File: src/rtl/display_scheduler_if.sv
// display_scheduler_if: requester-side content/request bundle and the
// scan/grant pins driven back by the scheduler.
interface display_scheduler_if;
   logic [1:0]  req;
   logic [63:0] frame0;
   logic [63:0] frame1;
   logic [47:0] seg0;
   logic [47:0] seg1;
   logic [1:0]  gnt;
   logic        busy;
   logic [7:0]  row;
   logic [7:0]  col;
   logic [7:0]  digit_seg;
   logic [7:0]  digit_cath;

   modport master (
      output req, frame0, frame1, seg0, seg1,
      input  gnt, busy, row, col, digit_seg, digit_cath
   );

   modport slave (
      input  req, frame0, frame1, seg0, seg1,
      output gnt, busy, row, col, digit_seg, digit_cath
   );
endinterface

File: src/rtl/display_scheduler.sv
// display_scheduler: owns the 8x8 lattice and 6-digit seven-segment bank.
// Runs a blink self-test after reset, then round-robins the display between
// two requesters with a minimum hold time. Row and digit scan run always.
// Optional macro STARTUP_TEST_EN builds the self-test; without it reset
// goes straight to IDLE and busy stays 0.
// All pins are registered from next-state values, so a pin changes on the
// same edge as the state/index that drives it.
module display_scheduler #(
   parameter int SCAN_DIV    = 50000,
   parameter int BLINK_DIV   = 12500000,
   parameter int BLINK_COUNT = 6,
   parameter int HOLD_TICKS  = 4
) (
   input  logic               clk,
   input  logic               rst,
   display_scheduler_if.slave bus
);
   localparam int SW = (SCAN_DIV  > 1) ? $clog2(SCAN_DIV)  : 1;
   localparam int BW = (BLINK_DIV > 1) ? $clog2(BLINK_DIV) : 1;
   localparam int HW = $clog2(HOLD_TICKS + 1);

   typedef enum logic [1:0] {STARTUP, IDLE, SERVE0, SERVE1} state_t;

`ifdef STARTUP_TEST_EN
   localparam int     TW        = $clog2(BLINK_COUNT + 1);
   localparam state_t RST_STATE = STARTUP;
   localparam logic   RST_BUSY  = 1'b1;
`else
   localparam state_t RST_STATE = IDLE;
   localparam logic   RST_BUSY  = 1'b0;
`endif

   logic [SW-1:0] scan_cnt_q;
   logic [BW-1:0] blink_cnt_q;
   logic          scan_tick, blink_tick;
   logic [2:0]    r_q, r_d, d_q, d_d;
   state_t        state_q, state_d;
   logic [HW-1:0] hold_q, hold_d;
   logic          last_q, last_d;   // 1: requester 1 was served last
`ifdef STARTUP_TEST_EN
   logic          phase_q, phase_d; // 1: lamps lit
   logic [TW-1:0] tcnt_q, tcnt_d;   // blink ticks seen during self-test
`endif
   logic [7:0]    row_q, row_d, col_q, col_d, seg_q, seg_d, cath_q, cath_d;
   logic [1:0]    gnt_q, gnt_d;
   logic          busy_q, busy_d;

   assign scan_tick  = (scan_cnt_q  == SW'(SCAN_DIV - 1));
   assign blink_tick = (blink_cnt_q == BW'(BLINK_DIV - 1));

   // Free-running dividers and the scan indices (digit index skips 6 and 7)
   always_ff @(posedge clk) begin
      if (rst) begin
         scan_cnt_q  <= '0;
         blink_cnt_q <= '0;
         r_q         <= '0;
         d_q         <= '0;
      end else begin
         scan_cnt_q  <= scan_tick  ? '0 : scan_cnt_q  + SW'(1);
         blink_cnt_q <= blink_tick ? '0 : blink_cnt_q + BW'(1);
         r_q         <= r_d;
         d_q         <= d_d;
      end
   end

   // Next scan indices
   always_comb begin
      r_d = r_q;
      d_d = d_q;
      if (scan_tick) begin
         r_d = r_q + 3'd1;
         d_d = (d_q == 3'd5) ? 3'd0 : d_q + 3'd1;
      end
   end

   // Arbitration state, hold counter and round-robin memory
   always_ff @(posedge clk) begin
      if (rst) begin
         state_q <= RST_STATE;
         hold_q  <= '0;
         last_q  <= 1'b1;
`ifdef STARTUP_TEST_EN
         phase_q <= 1'b1;
         tcnt_q  <= '0;
`endif
      end else begin
         state_q <= state_d;
         hold_q  <= hold_d;
         last_q  <= last_d;
`ifdef STARTUP_TEST_EN
         phase_q <= phase_d;
         tcnt_q  <= tcnt_d;
`endif
      end
   end

   // Next state: self-test blink, idle arbitration, hold-gated release/switch
   always_comb begin
      state_d = state_q;
      last_d  = last_q;
      hold_d  = (blink_tick && (hold_q < HW'(HOLD_TICKS))) ? hold_q + HW'(1) : hold_q;
`ifdef STARTUP_TEST_EN
      phase_d = phase_q;
      tcnt_d  = tcnt_q;
`endif
      case (state_q)
`ifdef STARTUP_TEST_EN
         STARTUP: begin
            if (blink_tick) begin
               phase_d = ~phase_q;
               if (tcnt_q == TW'(BLINK_COUNT - 1)) state_d = IDLE;
               else                                tcnt_d  = tcnt_q + TW'(1);
            end
         end
`endif
         IDLE: begin
            if (bus.req[0] && (!bus.req[1] || last_q)) state_d = SERVE0;
            else if (bus.req[1])                       state_d = SERVE1;
         end
         SERVE0: begin
            if (hold_q >= HW'(HOLD_TICKS)) begin
               if (bus.req[1])       state_d = SERVE1;
               else if (!bus.req[0]) state_d = IDLE;
            end
         end
         SERVE1: begin
            if (hold_q >= HW'(HOLD_TICKS)) begin
               if (bus.req[0])       state_d = SERVE0;
               else if (!bus.req[1]) state_d = IDLE;
            end
         end
         default: state_d = IDLE;
      endcase
      // Any new grant (from IDLE or a direct switch) restarts the hold time
      if ((state_d == SERVE0 || state_d == SERVE1) && (state_d != state_q)) begin
         hold_d = '0;
         last_d = (state_d == SERVE1);
      end
   end

   // Pin values for the upcoming cycle; frames are sampled live
   always_comb begin
      row_d  = ~(8'd1 << r_d);
      cath_d = {2'b11, ~(6'd1 << d_d)};
      col_d  = '0;
      seg_d  = '0;
      gnt_d  = '0;
      busy_d = 1'b0;
      case (state_d)
`ifdef STARTUP_TEST_EN
         STARTUP: begin
            busy_d = 1'b1;
            col_d  = {8{phase_d}};
            seg_d  = {8{phase_d}};
         end
`endif
         SERVE0: begin
            gnt_d = 2'b01;
            col_d = bus.frame0[{r_d, 3'b000} +: 8];
            seg_d = bus.seg0[{d_d, 3'b000} +: 8];
         end
         SERVE1: begin
            gnt_d = 2'b10;
            col_d = bus.frame1[{r_d, 3'b000} +: 8];
            seg_d = bus.seg1[{d_d, 3'b000} +: 8];
         end
         default: ;
      endcase
   end

   // Output registers
   always_ff @(posedge clk) begin
      if (rst) begin
         row_q  <= 8'hFE;
         col_q  <= 8'h00;
         seg_q  <= 8'h00;
         cath_q <= 8'hFE;
         gnt_q  <= 2'b00;
         busy_q <= RST_BUSY;
      end else begin
         row_q  <= row_d;
         col_q  <= col_d;
         seg_q  <= seg_d;
         cath_q <= cath_d;
         gnt_q  <= gnt_d;
         busy_q <= busy_d;
      end
   end

   assign bus.row        = row_q;
   assign bus.col        = col_q;
   assign bus.digit_seg  = seg_q;
   assign bus.digit_cath = cath_q;
   assign bus.gnt        = gnt_q;
   assign bus.busy       = busy_q;
endmodule

File: src/flat_wrapper.sv
// flat-port wrapper written by rule: the top's interface ports become plain ports
module display_scheduler_flat 
#(
   parameter int SCAN_DIV    = 50000,
   parameter int BLINK_DIV   = 12500000,
   parameter int BLINK_COUNT = 6,
   parameter int HOLD_TICKS  = 4
)
  (clk, rst, bus_req, bus_frame0, bus_frame1, bus_seg0, bus_seg1, bus_gnt, bus_busy, bus_row, bus_col, bus_digit_seg, bus_digit_cath);
  display_scheduler_if bus_i ();
  input  logic clk;
  input  logic rst;
  input wire logic [$bits(bus_i.req)-1:0] bus_req;
  input wire logic [$bits(bus_i.frame0)-1:0] bus_frame0;
  input wire logic [$bits(bus_i.frame1)-1:0] bus_frame1;
  input wire logic [$bits(bus_i.seg0)-1:0] bus_seg0;
  input wire logic [$bits(bus_i.seg1)-1:0] bus_seg1;
  output wire logic [$bits(bus_i.gnt)-1:0] bus_gnt;
  output wire logic [$bits(bus_i.busy)-1:0] bus_busy;
  output wire logic [$bits(bus_i.row)-1:0] bus_row;
  output wire logic [$bits(bus_i.col)-1:0] bus_col;
  output wire logic [$bits(bus_i.digit_seg)-1:0] bus_digit_seg;
  output wire logic [$bits(bus_i.digit_cath)-1:0] bus_digit_cath;
  assign bus_i.req = bus_req;
  assign bus_i.frame0 = bus_frame0;
  assign bus_i.frame1 = bus_frame1;
  assign bus_i.seg0 = bus_seg0;
  assign bus_i.seg1 = bus_seg1;
  assign bus_gnt = bus_i.gnt;
  assign bus_busy = bus_i.busy;
  assign bus_row = bus_i.row;
  assign bus_col = bus_i.col;
  assign bus_digit_seg = bus_i.digit_seg;
  assign bus_digit_cath = bus_i.digit_cath;
  display_scheduler #(.SCAN_DIV(SCAN_DIV), .BLINK_DIV(BLINK_DIV), .BLINK_COUNT(BLINK_COUNT), .HOLD_TICKS(HOLD_TICKS)) u_core (.clk(clk), .rst(rst), .bus(bus_i));
endmodule
File: config.mk
export PLATFORM = sky130hd
export DESIGN_NAME = display_scheduler_flat
export DESIGN_NICKNAME = d
export VERILOG_FILES = /design/src/rtl/display_scheduler_if.sv /design/src/rtl/display_scheduler.sv /design/src/flat_wrapper.sv
export SDC_FILE = /design/constraint.sdc
export NUM_CORES = 1
export LEC_CHECK = 0
export CORE_MARGIN = 2
export CORE_UTILIZATION = 35
export DETAILED_ROUTE_END_ITERATION = 6
export PLACE_DENSITY = 0.8
export SLEW_MARGIN = 30
export SYNTH_ARGS = -nofsm -noshare
export SYNTH_HDL_FRONTEND = slang
export SYNTH_SLANG_ARGS = --single-unit
File: constraint.sdc
create_clock -name clk -period 4.55 [get_ports clk]
set_clock_uncertainty 0.1 [all_clocks]
set_input_delay 1.1375 -clock clk [delete_from_list [all_inputs] [get_ports clk]]
set_output_delay 1.1375 -clock clk [all_outputs]
set_load 0.02 [all_outputs]
==> key figures <==
Final layout
  – Fraction of layout cells with a size suffix above 1: 0.0575
  – Commonest non-fill, non-tap cells in the layout: clkdlybuf4s50_1 (259), nand2_1 (121), dfxtp_1 (84)
  – Commonest non-fill, non-tap cell in the layout: clkdlybuf4s50_1
  – Nets: 1203
  – Area Growth Syn to Fin: 55.1%
  – Non-filler instance count after layout: 1191
  – Fillers: 1467

Floorplanning
  – Die span in x: 131 µm
  – Die area: 17100 µm²
  – IO Count: 263
  – Rows: 46
  – Die Y: 131 µm
  – CORE AREA: 15800 µm²
  – Initial Util: 0.356

Critical path
  – Crit path cell chain: clkdlybuf4s50_1, nor2b_1, and3_1, a311o_2, buf_4, a2111oi_0, a211oi_1
  – Data required, critical path: 4640 ps
  – Data arrival, critical path: 3810 ps
  – Top delay family on crit path: compound AO/OA/AOI/OAI gates
  – WP buf/inv: 2
  – Slowest CP cell: a2111oi_0
  – Worst Path Max Fanout: 26
  – CP peak stage delay: 680 ps
  – CP Capture Type: flip-flop
  – CP startpoint kind: input pin
  – Kind of critical path: input pin to flip-flop

Min path
  – Worst min path class: flip-flop to flip-flop

Power
  – PwrDens: 234 nW/µm²
  – Pleak: 3.25 nW
  – Worst VDD drop: 0.153 mV

Synth
  – Post-Syn Area: 5620 µm²
  – Instance count of the mapped netlist: 735
  – Synth Register Bits: 84
  – Share of the yosys chip area belonging to registers: 0.299
  – Number of synthesized flops with an enable pin: 0
  – Most used DFF post-synth: dfxtp_1
  – Share of async-settable or async-resettable flops after synthesis: 0
  – Warnings from Yosys: 0
  – Synth Area per Inst: 7.65 µm²
  – Yosys cell types: 52

Clock network
  – CTS tree: yes
  – Clock tree buffer depth: 2
  – Clock transition at path regs: 70 ps
  – CTS root buf: clkbuf_16
  – CTS Buf Count: 9
  – Depth of the CTS H-tree: 3
  – Hold buffer count at cts: 0
  – Worst-skew pair later-pin latency: 340 ps
  – Post-CTS Setup Inserts: 0
  – # clock sinks: 84
  – Cts repair resizes: 0

GRT
  – Most Crowded Layer GR: met2
  – GRT Total Usage: 0.234
  – M1 GR Usage: 0.283
  – Global Route met3 Usage: 0.0599
  – Initial antenna violation count: 1
  – M2 GR Usage: 0.386
  – Largest net degree at the start of global routing: 52
  – First-pass GRT wire length: 31.0 mm
  – Grt ovf: 0
  – Vias in the first global route: 5937

Placement
  – PortBufs: 259
  – Routability cong.: 0.943
  – DP HPWL: 16.7 mm
  – Post-Place Cells: 1175

Run
  – Max Cap Viol: 0

STA
  – Tcrit/Tclk final: 0.818
  – Setup TNS: 0 ps
  – Fmax: 0.269 GHz
  – Slew headroom: 0.342
  – Worst-Margin Slew: 984 ps
  – Max-slew violations: 0
  – RSZ-0062 raised after global routing: false
  – Final Hold Vio Count: 0
  – Fin crit period: 3720 ps
  – Final setup vio count: 0

Detailed routing
  – Vias/cell: 5.41
  – Drt total wl: 21.2 mm
  – Final ANT Viol Nets: 0
  – Drt first pass iters: 4
  – Mean routed wirelength per cell: 17.8 µm
  – First DRT Iteration DRCs: 443
  – Via count: 6438
  – DRC viols: 0

Run status
  – Status: completed
==> registers in the layout, summed over array words and instances, names as in the netlist, 2 cells and up <==
register / cells
u_core.blink_cnt_q: 24
u_core.bus.col: 8
u_core.bus.digit_cath: 6
u_core.bus.digit_seg: 8
u_core.bus.gnt: 2
u_core.bus.row: 8
u_core.d_q: 3
u_core.hold_q: 3
u_core.r_q: 3
u_core.scan_cnt_q: 16
u_core.state_q: 2
==> per-layer routing <==
metal	vias up	part of all wire
met5	-	0
met2	302	0.48
met4	0	0.043
met3	59	0.089
li1	3136	-
met1	2941	0.39
==> Yosys cell counts (6+ instances only) <==
cell / instances / area, µm²
xnor2_1: 14 / 123
a211oi_1: 11 / 82.6
inv_1: 10 / 37.5
mux2_2: 13 / 146
o221ai_1: 6 / 52.6
a221oi_1: 13 / 114
nor2_1: 78 / 293
a311oi_1: 9 / 78.8
nand2_1: 121 / 454
o21ai_0: 23 / 115
nor3b_1: 12 / 90.1
o211ai_1: 9 / 67.6
xor2_1: 21 / 184
or3_1: 6 / 37.5
a31oi_1: 15 / 93.8
nand3_1: 24 / 120
clkbuf_1: 35 / 131
nand4_1: 8 / 50.1
o22ai_1: 10 / 62.6
nor3_1: 13 / 65.1
o41ai_1: 7 / 61.3
buf_2: 8 / 40.0
a21oi_1: 56 / 280
dfxtp_1: 84 / 1680
nor2b_1: 6 / 37.5
mux2i_1: 57 / 571
==> kinds of logic (layout without fill, tap and decap cells) <==
logic type               after synthesis  in the layout  share of synthesized area
other                                  2              4                    0.00134
flip-flops                            84             84                      0.299
adder cells (fa/ha/maj)                5              5                     0.0111
buffers and inverters                 61            299                     0.0452
AO/OA/AOI/OAI                        176            176                      0.204
multiplexers                          70             70                      0.128
XOR/XNOR                              36             36                     0.0574
AND/OR/NAND/NOR                      301            301                      0.254
==> power by group <==
group          total, mW  switching [mW]  internal [mW]
registers          0.775          0.0150          0.760
logic              0.537           0.232          0.305
clock network      0.732           0.308          0.423
total               2.04           0.555           1.49
==> stage by stage <==
step / hold slack, ps / power (mW) / utilization / instance area (µm²) / worst slack, ps
global route: 365 / 2.14 / 0.553 / 8720 / 736
global placement: 330 / 1.32 / 0.534 / 8430 / 613
finish: 340 / 2.04 / 0.553 / 8720 / 828
detailed placement: 334 / 1.32 / 0.534 / 8430 / 506
floorplan: 318 / 1.02 / - / 5620 / 1500
CTS: 347 / 2.06 / 0.553 / 8720 / 849
==> final cells by class <==
| class | instances | area (µm²) | share of cell area |
|---|---|---|---|
| Antenna cell | 1 | 2.50 | 0.000287 |
| Clock buffer | 9 | 225 | 0.0258 |
| Clock inverter | 6 | 65.1 | 0.00746 |
| Inverter | 10 | 37.5 | 0.00431 |
| Multi-Input combinational cell | 591 | 3720 | 0.427 |
| Sequential cell | 84 | 1680 | 0.193 |
| Tap cell | 216 | 270 | 0.0310 |
| Timing Repair Buffer | 274 | 2720 | 0.312 |
==> worst paths after layout <==
kind                           to  cells past startpoint                  start  slack, ps
max             u_core.bus.col[7]                      7             bus_req[1]        830
min          u_core.scan_cnt_q[0]                      1   u_core.scan_cnt_q[0]        340
max reg2reg     u_core.bus.col[1]                      9  u_core.scan_cnt_q[11]       1010
min reg2reg  u_core.scan_cnt_q[0]                      1   u_core.scan_cnt_q[0]        340
No activity file was read; power rests on OpenSTA's default activity.
